**src/rtl/hazard_ctrl.sv**
```systemverilog
// Pipeline sequencing controller for the 5-stage RV32I core: stall/flush
// generation, E-stage forwarding selects and the data-memory request FSM.
module hazard_ctrl #(
    parameter int MEM_TIMEOUT = 16,
    parameter int CNT_W       = 32
) (
    input  logic             clk,
    input  logic             rst,
    input  logic [4:0]       D_rs1,
    input  logic [4:0]       D_rs2,
    input  logic             D_use_rs1,
    input  logic             D_use_rs2,
    input  logic [4:0]       E_op,
    input  logic [4:0]       M_op,
    input  logic [4:0]       W_op,
    input  logic [4:0]       E_rd,
    input  logic [4:0]       M_rd,
    input  logic [4:0]       W_rd,
    input  logic [4:0]       E_rs1,
    input  logic [4:0]       E_rs2,
    input  logic             E_redirect,
    input  logic             dmem_ack,
    output logic             dmem_req,
    output logic             stall_F,
    output logic             stall_D,
    output logic             stall_E,
    output logic             stall_M,
    output logic             flush_D,
    output logic             flush_E,
    output logic             flush_W,
    output logic [1:0]       fwd_rs1_sel,
    output logic [1:0]       fwd_rs2_sel,
    output logic             mem_err,
    output logic [CNT_W-1:0] stall_cnt
);

    localparam logic [4:0] OP_LOAD   = 5'b00000;
    localparam logic [4:0] OP_STORE  = 5'b01000;
    localparam logic [4:0] OP_BRANCH = 5'b11000;
    localparam logic [7:0] TIMEOUT   = 8'(MEM_TIMEOUT);

    typedef enum logic {
        S_IDLE,
        S_WAIT
    } state_t;

    state_t           r_state;
    logic [7:0]       r_wait_cnt;
    logic             r_mem_err;
    logic [CNT_W-1:0] r_stall_cnt;

    logic w_mem_op;
    logic w_mem_req;
    logic w_mem_stall;
    logic w_abort;
    logic w_lu;

    function automatic logic writes_rd(input logic [4:0] op, input logic [4:0] rd);
        return (op != OP_STORE) && (op != OP_BRANCH) && (rd != 5'd0);
    endfunction

    // Loads are excluded from the M path: their data only exists once in W.
    function automatic logic [1:0] fwd_sel(input logic [4:0] src,
                                           input logic [4:0] m_op, input logic [4:0] m_rd,
                                           input logic [4:0] w_op, input logic [4:0] w_rd);
        if (writes_rd(m_op, m_rd) && (m_op != OP_LOAD) && (m_rd == src))
            return 2'b01;
        else if (writes_rd(w_op, w_rd) && (w_rd == src))
            return 2'b10;
        else
            return 2'b00;
    endfunction

    assign w_mem_op = (M_op == OP_LOAD) || (M_op == OP_STORE);
    assign w_lu     = (E_op == OP_LOAD) && (E_rd != 5'd0) &&
                      ((D_use_rs1 && (D_rs1 == E_rd)) || (D_use_rs2 && (D_rs2 == E_rd)));

    always_comb begin
        w_mem_req   = 1'b0;
        w_mem_stall = 1'b0;
        w_abort     = 1'b0;
        if (!rst) begin
            unique case (r_state)
                S_IDLE: begin
                    w_mem_req   = w_mem_op;
                    w_mem_stall = w_mem_op && !dmem_ack;
                end
                S_WAIT: begin
                    if (dmem_ack) begin
                        w_mem_req = 1'b1;
                    end else if (r_wait_cnt < TIMEOUT) begin
                        w_mem_req   = 1'b1;
                        w_mem_stall = 1'b1;
                    end else begin
                        w_abort = 1'b1;
                    end
                end
                default: ;
            endcase
        end
    end

    // A memory stall freezes E, so a pending redirect simply waits for it.
    always_comb begin
        stall_F     = 1'b0;
        stall_D     = 1'b0;
        stall_E     = 1'b0;
        stall_M     = 1'b0;
        flush_D     = 1'b0;
        flush_E     = 1'b0;
        flush_W     = 1'b0;
        fwd_rs1_sel = 2'b00;
        fwd_rs2_sel = 2'b00;
        if (!rst) begin
            fwd_rs1_sel = fwd_sel(E_rs1, M_op, M_rd, W_op, W_rd);
            fwd_rs2_sel = fwd_sel(E_rs2, M_op, M_rd, W_op, W_rd);
            if (w_mem_stall) begin
                stall_F = 1'b1;
                stall_D = 1'b1;
                stall_E = 1'b1;
                stall_M = 1'b1;
                flush_W = 1'b1;
            end else if (E_redirect) begin
                flush_D = 1'b1;
                flush_E = 1'b1;
            end else if (w_lu) begin
                stall_F = 1'b1;
                stall_D = 1'b1;
                flush_E = 1'b1;
            end
        end
    end

    always_ff @(posedge clk) begin
        if (rst) begin
            r_state     <= S_IDLE;
            r_wait_cnt  <= 8'd0;
            r_mem_err   <= 1'b0;
            r_stall_cnt <= '0;
        end else begin
            unique case (r_state)
                S_IDLE: begin
                    if (w_mem_op && !dmem_ack) begin
                        r_state    <= S_WAIT;
                        r_wait_cnt <= 8'd1;
                    end
                end
                S_WAIT: begin
                    if (dmem_ack) begin
                        r_state <= S_IDLE;
                    end else if (w_abort) begin
                        r_state   <= S_IDLE;
                        r_mem_err <= 1'b1;
                    end else begin
                        r_wait_cnt <= r_wait_cnt + 8'd1;
                    end
                end
                default: r_state <= S_IDLE;
            endcase
            if (stall_F && (r_stall_cnt != '1))
                r_stall_cnt <= r_stall_cnt + CNT_W'(1);
        end
    end

    assign dmem_req  = w_mem_req;
    assign mem_err   = r_mem_err;
    assign stall_cnt = r_stall_cnt;

endmodule
```
**config.mk**
```make
export PLATFORM = sky130hd
export DESIGN_NAME = hazard_ctrl
export DESIGN_NICKNAME = d
export VERILOG_FILES = /design/src/rtl/hazard_ctrl.sv
export SDC_FILE = /design/constraint.sdc
export NUM_CORES = 1
export LEC_CHECK = 0
export ABC_CLOCK_PERIOD_IN_PS = 3400
export BUFFER_PORTS_ARGS = -buffer_cell sky130_fd_sc_hd__buf_2
export CAP_MARGIN = 20
export CORE_ASPECT_RATIO = 1.75
export CORE_MARGIN = 4
export CORE_UTILIZATION = 40
export DETAILED_ROUTE_END_ITERATION = 8
export GPL_TIMING_DRIVEN = 0
export HOLD_SLACK_MARGIN = 0.12
export PLACE_DENSITY = 0.79
export SYNTH_ARGS = -nofsm -noshare
export SYNTH_HDL_FRONTEND = slang
export SYNTH_SLANG_ARGS = --single-unit
export TNS_END_PERCENT = 20
```
**constraint.sdc**
```tcl
create_clock -name clk -period 3.4 [get_ports clk]
set_clock_uncertainty 0.15 [all_clocks]
set_input_delay 0 -clock clk [delete_from_list [all_inputs] [get_ports clk]]
set_output_delay 0 -clock clk [all_outputs]
set_load 0.01 [all_outputs]
```
# After elaboration in Yosys (flattened, before gate mapping)

Index checks and enable logic that the tools add are counted.

Register bits after elaboration: 42
Bits in latches: 0
Memory bits (writable): 0
ROM bits: 0
Output and inout port bits: 45
Memories: 0

$add $sub $neg: 2
Multiply operators: 0
Div/mod/pow operators: 0
Magnitude comparators: 1
Eq/ne operators: 15
Shift operators: 0
Multiplexer cells: 37
Bitwise operators: 2
Reductions and logical operators: 26

Operators with widths:

| kind                                                | number |
|---|---|
| adder 32 x 1 -> 32 bit (second input constant)      | 1 |
| != test 32 bit (second input constant)              | 1 |
| == test 5 bit                                       | 6 |
| 2-to-1 mux 1 bit                                    | 24 |
| 2-to-1 mux 8 bit                                    | 3 |
| nonzero test 5 bit                                  | 4 |
| case mux 8 bit (2 select lines)                     | 1 |
| logical AND 1 bit                                   | 15 |
| 2-to-1 mux 2 bit                                    | 6 |
| logical NOT 5 bit                                   | 2 |
| != test 5 x 4 -> 1 bit (second input constant)      | 2 |
| != test 5 bit (second input constant)               | 2 |
| adder 8 x 1 -> 8 bit (second input constant)        | 1 |
| < comparator 8 x 5 -> 1 bit (second input constant) | 1 |
| != test 2 bit (second input constant)               | 3 |
| case mux 1 bit (2 select lines)                     | 3 |
| AND reduction 3 bit                                 | 2 |
| == test 5 x 4 -> 1 bit (second input constant)      | 1 |
| logical OR 1 bit                                    | 2 |
| NOT 1 bit                                           | 2 |
| logical NOT 1 bit                                   | 1 |

# Longest topological paths before layout

Gate-level depths: netlist (run 1).

Depth after elaboration: 9
Gate-level depth with buffers: 9
Mapped depth without buffers: 8

# Least setup slack after synthesis (run 1)

No wires, ideal clock.

Kind: flip-flop to flip-flop
Start: register r_wait_cnt[7]
End: register r_stall_cnt[19] (netlist: stall_cnt[19])
Setup time: 0.121 ns
Arrival time: 2.008 ns
Slack: 1.121 ns
Cell stages (with the launch flop): 9
Path buffers: 1
Clock period less this slack: 2.279 ns
Cells stage by stage: dfxtp_1 -> nor4_2 -> mux2i_1 -> nor3_2 -> a31o_1 -> buf_6 -> nand4_4 -> nor4_1 -> mux2_2

Word-level cells in the longest chain between the ends: 8

RTL lines:

| what                            | RTL line | source |
|---|---|---|
| start, declared                 | 48       | `logic [7:0] r_wait_cnt;` |
| start signal, assigned          | 155      | `r_wait_cnt <= r_wait_cnt + 8'd1;` |
| < comparator 8 x 5 -> 1 bit     | 91       | `end else if (r_wait_cnt < TIMEOUT) begin` |
| 2-to-1 mux 1 bit                | 91       |  |
| 2-to-1 mux 1 bit                | 89       | `if (dmem_ack) begin` |
| case mux 1 bit (2 select lines) | 83       | `unique case (r_state)` |
| 2-to-1 mux 1 bit                | 82       | `if (!rst) begin` |
| 2-to-1 mux 1 bit                | 117      | `if (w_mem_stall) begin` |
| 2-to-1 mux 1 bit                | 114      | `if (!rst) begin` |
| logical AND 1 bit               | 160      | `if (stall_F && (r_stall_cnt != '1))` |
| end signal, assigned            | 161      | `r_stall_cnt <= r_stall_cnt + CNT_W'(1);` |
| end, declared                   | 50       | `logic [CNT_W-1:0] r_stall_cnt;` |

Every way passes these cells.
A chain may end at the register's enable or synchronous reset.

# Worst setup path after layout (run 1)

Same ends and word-level chain as after synthesis.

==> flow_summary_export.csv, run 1 <==
group,metric,value,unit
run_status,status,"completed",
sta,setup_viol,0,
critical_path,required,3430,ps
drt,wl_per_cell,14.0,µm
logic_synthesis,yosysTopAreaCellShare,33.4,%
logic_synthesis,yosys.area.top_type,"dfxtp_1",
critical_path,endpoint_kind,"register",
sta,slew_headroom,65.5,%
placement,dp_cells,491,
critical_path,cp_top_family,"simple AND/OR/NAND/NOR gates",
sta,tightest_slew,517,ps
pwr,p_leak,0.00140,µW
global_route,grt_pass1_vias,2753,
critical_path,reg2reg_slack,810,ps
sta,clock.fmax,386,MHz
drt,ant_nets,0,
pwr,powerDensity,303,nW/µm²
pwr,power.internal,753,µW
logic_synthesis,syn_nets,371,
global_route,grt_usage,18.9,%
clocking,cts_inserted_buffers,5,
critical_path,critPathLaunchType,"register",
drt,first_pass_iters,4,
critical_path,criticalPathCategory,"reg -> reg",
pwr,combPwrFrac,12.0,%
clocking,postCtsSetupRepairBufs,0,
die,die_w,68.0,µm
placement,place_congestion,0.929,
clocking,cts.sinks,42,
critical_path,worst_path_max_delay_cell,"nor4_2",
final_layout,antenna_cells,0,
sta,hold_violations,0,
critical_path,critical_path_buf_inv_count,1,
sta,finalSetupTns,0,ps
logic_synthesis,synth_edf_count,0,
pwr,seqPwrFrac,50.1,%
final_layout,fillers,611,
logic_synthesis,yosysWarnings,0,
critical_path,path_cells,"nor4_2 -> mux2i_1 -> nor3_2 -> a31o_1 -> buf_6 -> nand4_4 -> nor4_1 -> mux2_2",
pwr,switching_share,23.4,%
drt,vias,2725,
die,initial_core_util,40.7,%
global_route,antenna_found_initial,0,
sta,rsz0062_at_grt,"no",
logic_synthesis,ys_ff_latch,42,
drt,drtIter0Drc,182,
clocking,path_clk_slew,80,ps
critical_path,max_stage_delay,370,ps
sta,timing.final.max_slew_violations,0,
critical_path,path_max_fanout,8,
logic_synthesis,synth_flop_cell,"dfxtp_1",
placement,port_buffers,98,
logic_synthesis,synth_area,2520,µm²
logic_synthesis,synth.area.top_cells,"dfxtp_1, xor2_1, nor2_1",
drt,route.detailed.drc,0,
logic_synthesis,async_reset_ff_share,0,%
sta,fin_crit,2590,ps
logic_synthesis,synth-seq-area-share,33.4,%
pwr,vdd_drop_max,142,µV
die,coreArea,6180,µm²
placement,dpl.hpwl,5720,µm
logic_synthesis,syn_inst,313,
logic_synthesis,synth_area_per_cell,8.04,µm²
pwr,power_switching,230,µW
logic_synthesis,synth_cell_types,41,
job,maxCapViolCount,0,
clocking,htree_levels,2,
final_layout,drive_gt1_share,28.2,%
drt,wirelength,7010,µm
logic_synthesis,synth.most_common_cell,"nor2_1",
worst_hold_path,hold_path.class,"in -> out",
sta,fin_crit_sh,76.3,%
die,die_y,113,µm
final_layout,synthToLayoutAreaGrowth,29.0,%
clocking,clk_path_buf_depth,2,
global_route,grt_overflow_total,0,
die,pin_count,101,
logic_synthesis,synth.top_cells.by_count,"nor2_1, dfxtp_1, xor2_1, nand3_1",
final_layout,nNetsFinal,479,
die,rows,38,
die,dieArea,7670,µm²
global_route,grt_max_degree,13,
critical_path,critPathArrivalTime,2630,ps
global_route,grt_pass1_wl,11400,µm
clocking,cts-root-buf,"clkbuf_8",
final_layout,final_cells,502,
clocking,clk_latency,290,ps
clocking,cts_tree,"yes",
pwr,p_clk_share,37.9,%
drt,vias_per_cell,5.43,
worst paths after layout:
check / from / end / cells after the start
max: r_wait_cnt[7] / stall_cnt[19] / 8
min: E_redirect / flush_D / 3
min reg2reg: stall_cnt[1] / stall_cnt[1] / 2
max reg2reg: r_wait_cnt[7] / stall_cnt[19] / 8
cells in the final DEF, fill, tap and decap left out, drive strengths merged:
master         n
buf          104
nor2          44
dfxtp         42
xor2          35
nand3         25
a21oi         17
xnor2         17
nand2         15
nand4         15
clkbuf        15
and3          13
o21ai         12
nor3          10
nor4           8
or4            7
nor3b          6
or3            5
inv            4
nor2b          4
and2           3
dlygate4sd3    3
mux2           2
and4           2
o31ai          2
ha             2
a2111oi        1
mux2i          1
o22ai          1
a31o           1
nor4b          1
nand2b         1
nand4b         1
o21a           1
a22oi          1
a211oi         1
registers in the layout, summed over array words and instances, names as in the netlist:
signal	cells
stall_cnt	32
r_state	1
r_wait_cnt	8
mem_err	1
worst register-to-register path, cell delays in order (launching register included):
cell and delay, ps:
dfxtp_1 320, nor4_2 370, mux2i_1 170, nor3_2 330, a31o_1 200, buf_6 150, nand4_4 130, nor4_1 310
mux2_2 370
layout make-up:
| cell class | instances | area, µm² | area share (%) |
|---|---|---|---|
| tap | 80 | 100 | 3.08 |
| multi-input combinational | 254 | 1590 | 49.0 |
| inverter | 4 | 15.0 | 0.462 |
| clock buffer | 8 | 110 | 3.39 |
| timing repair buffer | 101 | 520 | 16.0 |
| buffer | 13 | 70.1 | 2.16 |
| sequential | 42 | 841 | 25.9 |
per-layer routing:
| layer | share of wire, % | vias to the layer above | GRT usage (%) |
|---|---|---|---|
| met5 | 0 | - | 0 |
| met3 | 7.2 | 23 | 3.57 |
| met1 | 35 | 1256 | 18.6 |
| li1 | - | 1329 | - |
| met2 | 53 | 117 | 34.1 |
| met4 | 5.1 | 0 | 12.4 |
logic make-up (layout without fill, tap and decap cells):
family | Yosys count | count (layout) | share of synthesized area, %
AOI/OAI and AO/OA | 37 | 37 | 8.20
buffers and inverters | 17 | 126 | 3.38
adders and majority gates | 2 | 2 | 0.994
and+or+nand+nor | 160 | 160 | 34.6
muxes | 3 | 3 | 1.29
DFF | 42 | 42 | 33.4
xor gates and xnor gates | 52 | 52 | 18.1
stage by stage:
step / setup slack, ps / cell area, µm² / hold slack (ps) / util, % / power [µW]
floorplan: 1120 / 2520 / -105 / - / 560
global placement: 821 / 3110 / 94.1 / 50.3 / 617
detailed placement: 794 / 3110 / 96.4 / 50.3 / 620
CTS: 757 / 3250 / 180 / 52.5 / 993
global route: 593 / 3250 / 208 / 52.5 / 1020
finish: 806 / 3250 / 178 / 52.5 / 983
timing repair:
action	4_1_cts	5_1_grt
endpoints found under the hold margin	4	0
hold buffers	3	0
gates resized for setup	0	0
setup endpoints to repair	0	0
power by group through the flow:
| stage | sequential [µW] | combinational, µW | clock (µW) |
|---|---|---|---|
| floorplan | 504 | 55.1 | 0 |
| finish | 493 | 118 | 372 |
| CTS | 493 | 118 | 382 |
| global route | 493 | 129 | 401 |
| detailed placement | 505 | 116 | 0 |
| global placement | 504 | 112 | 0 |
(Power assumes the default switching activity.)
==> run 2, diff against run 1 <==
--- a/config.mk
+++ b/config.mk
@@ -5,7 +5,7 @@
 export SDC_FILE = /design/constraint.sdc
 export NUM_CORES = 1
 export LEC_CHECK = 0
-export ABC_CLOCK_PERIOD_IN_PS = 3400
+export ABC_CLOCK_PERIOD_IN_PS = 2500
 export BUFFER_PORTS_ARGS = -buffer_cell sky130_fd_sc_hd__buf_2
 export CAP_MARGIN = 20
 export CORE_ASPECT_RATIO = 1.75
==> constraint.sdc (replaced) <==
create_clock -name clk -period 2.5 [get_ports clk]
set_clock_uncertainty 0.15 [all_clocks]
set_input_delay 0 -clock clk [delete_from_list [all_inputs] [get_ports clk]]
set_output_delay 0 -clock clk [all_outputs]
set_load 0.01 [all_outputs]
==> run 2 against run 1 <==
Sequential share of layout area is 0.59 points lower. Global-route usage up 0.28 points. Setup slack got worse by 730 ps. Wire length increased by 3.1%. Worst hold slack hardly changed. Cell area rose by 2.3%. Flip-flop and latch count unchanged. Combinational power increased by 36%. Critical path depth unchanged. Sequential power increased by 36%. Clock-buffer cell count unchanged. Critical path type unchanged. Highest routed layer unchanged.
==> flow_summary_export.csv, run 2 (synthesized netlist as in run 1, its figures left out) <==
group,metric,value,unit
run_status,status,"completed",
worst_hold_path,hold_path.class,"in -> out",
critical_path,cp_top_family,"simple AND/OR/NAND/NOR gates",
sta,fin_crit,2420,ps
critical_path,critical_path_buf_inv_count,1,
die,initial_core_util,40.7,%
global_route,antenna_found_initial,0,
clocking,path_clk_slew,80,ps
final_layout,drive_gt1_share,30.1,%
sta,tightest_slew,498,ps
pwr,total_power,1340,µW
critical_path,worst_path_max_delay_cell,"or4_1",
critical_path,reg2reg_slack,80,ps
final_layout,synthToLayoutAreaGrowth,32.0,%
drt,first_pass_iters,5,
placement,place_ws,-106,ps
clocking,cts_tree,"yes",
job,maxCapViolCount,0,
drt,vias,2778,
clocking,cts-root-buf,"clkbuf_8",
clocking,cts.sinks,42,
placement,dpl.hpwl,5720,µm
pwr,p_leak,0.00144,µW
die,coreArea,6180,µm²
die,rows,38,
final_layout,antenna_cells,0,
die,pin_count,101,
critical_path,max_stage_delay,520,ps
sta,clock.fmax,413,MHz
sta,setup_viol,0,
sta,hold_violations,0,
clocking,cts_inserted_buffers,5,
global_route,grt_max_degree,13,
clocking,htree_levels,2,
critical_path,critPathArrivalTime,2500,ps
critical_path,critPathLaunchType,"register",
final_layout,final_common_cell,"buf_2",
global_route,grt_pass1_vias,2775,
die,die_y,113,µm
final_layout,largest_reg_flops,32,
sta,timing.final.max_slew_violations,0,
clocking,clk_latency,290,ps
pwr,switching_share,23.4,%
critical_path,required,2580,ps
global_route,grt_overflow_total,0,
sta,worst_slack,80.2,ps
final_layout,layout_common_cells,"buf_2, nor2_1, dfxtp_1",
sta,fin_crit_sh,96.8,%
critical_path,path_max_fanout,8,
pwr,combPwrFrac,12.1,%
drt,wirelength,7230,µm
placement,placed_area,3110,µm²
pwr,power.internal,1020,µW
final_layout,stdcell_area,3320,µm²
critical_path,criticalPathCategory,"reg -> reg",
global_route,grt_pass1_wl,11500,µm
die,die_w,68.0,µm
drt,drtIter0Drc,157,
pwr,seqPwrFrac,50.1,%
drt,wl_per_cell,14.2,µm
drt,ant_nets,0,
critical_path,path_cells,"nor4_4 -> mux2i_1 -> nor3_2 -> a31o_1 -> buf_6 -> nand4_4 -> or4_1 -> a21oi_2",
die,dieArea,7670,µm²
drt,route.detailed.drc,0,
drt,vias_per_cell,5.47,
pwr,vdd_drop_max,207,µV
placement,port_buffers,98,
critical_path,endpoint_kind,"register",
placement,place_congestion,0.929,
pwr,p_clk_share,37.8,%
clocking,clk_path_buf_depth,2,
global_route,grt_usage,19.2,%
pwr,powerDensity,403,nW/µm²
pwr,power_switching,313,µW
final_layout,nNetsFinal,485,
sta,slew_headroom,66.5,%
## run 2: cell count changes in the layout (fill, tap and decap cells not counted)
cell     previous run  this run
a21oi_1            17        16
a21oi_2             0         1
buf_4               3         9
nor3b_1             6         5
nor3b_2             0         1
nor4_1              7         5
nor4_2              1         2
nor4_4              0         1
## run 2: cell type report
class                   count  area (µm²)
well taps                  80         100
flip-flops and latches     42         841
repair buffers            107         566
plain buffers              13        70.1
fillers                   601        2860
clock buffers               8         110
inverters                   4        15.0
multi-input cells         254        1620
## run 2: power groups by stage
stage,Clock [µW],Sequential (µW),Combinational [µW]
floorplan,0,686,74.9
global placement,0,686,153
detailed placement,0,686,158
CTS,519,670,161
global route,546,671,177
finish,506,670,161
## run 2: what timing repair did
| item | CTS | global route |
|---|---|---|
| setup endpoints to repair | 5 | 22 |
| setup buffers | 1 | 5 |
| hold buffers | 3 | 0 |
| hold endpoints to repair | 4 | 0 |
| gates resized for setup | 3 | 2 |
| pin swaps | 1 | 3 |
## run 2: per-layer routing
metal	up-vias	routed length (µm)	global-route usage [%]
met4	0	357	12.7
met3	23	532	3.48
met1	1282	2470	18.8
li1	1342	-	-
met2	131	3870	34.7
met5	-	0	0
## run 2: metrics by stage
stage	hold WS (ps)	util (%)	instances	setup TNS [ps]
global placement	94.1	50.3	491	-79.2
global route	208	53.7	508	-75.0
detailed placement	96.4	50.3	491	-160
floorplan	-105	-	313	0
finish	178	53.7	508	0
CTS	180	53.0	503	0
## run 2: worst paths after layout
check / cells after the start / to / start
setup / recovery: 8 / stall_cnt[15] / r_wait_cnt[6]
hold / removal: 3 / flush_D / E_redirect
setup reg to reg: 8 / stall_cnt[15] / r_wait_cnt[6]
hold reg to reg: 1 / r_wait_cnt[0] / r_wait_cnt[0]
## run 2: worst min-delay path: stages
cell	delay [ps]
buf_2	90
and2_1	110
buf_2	130
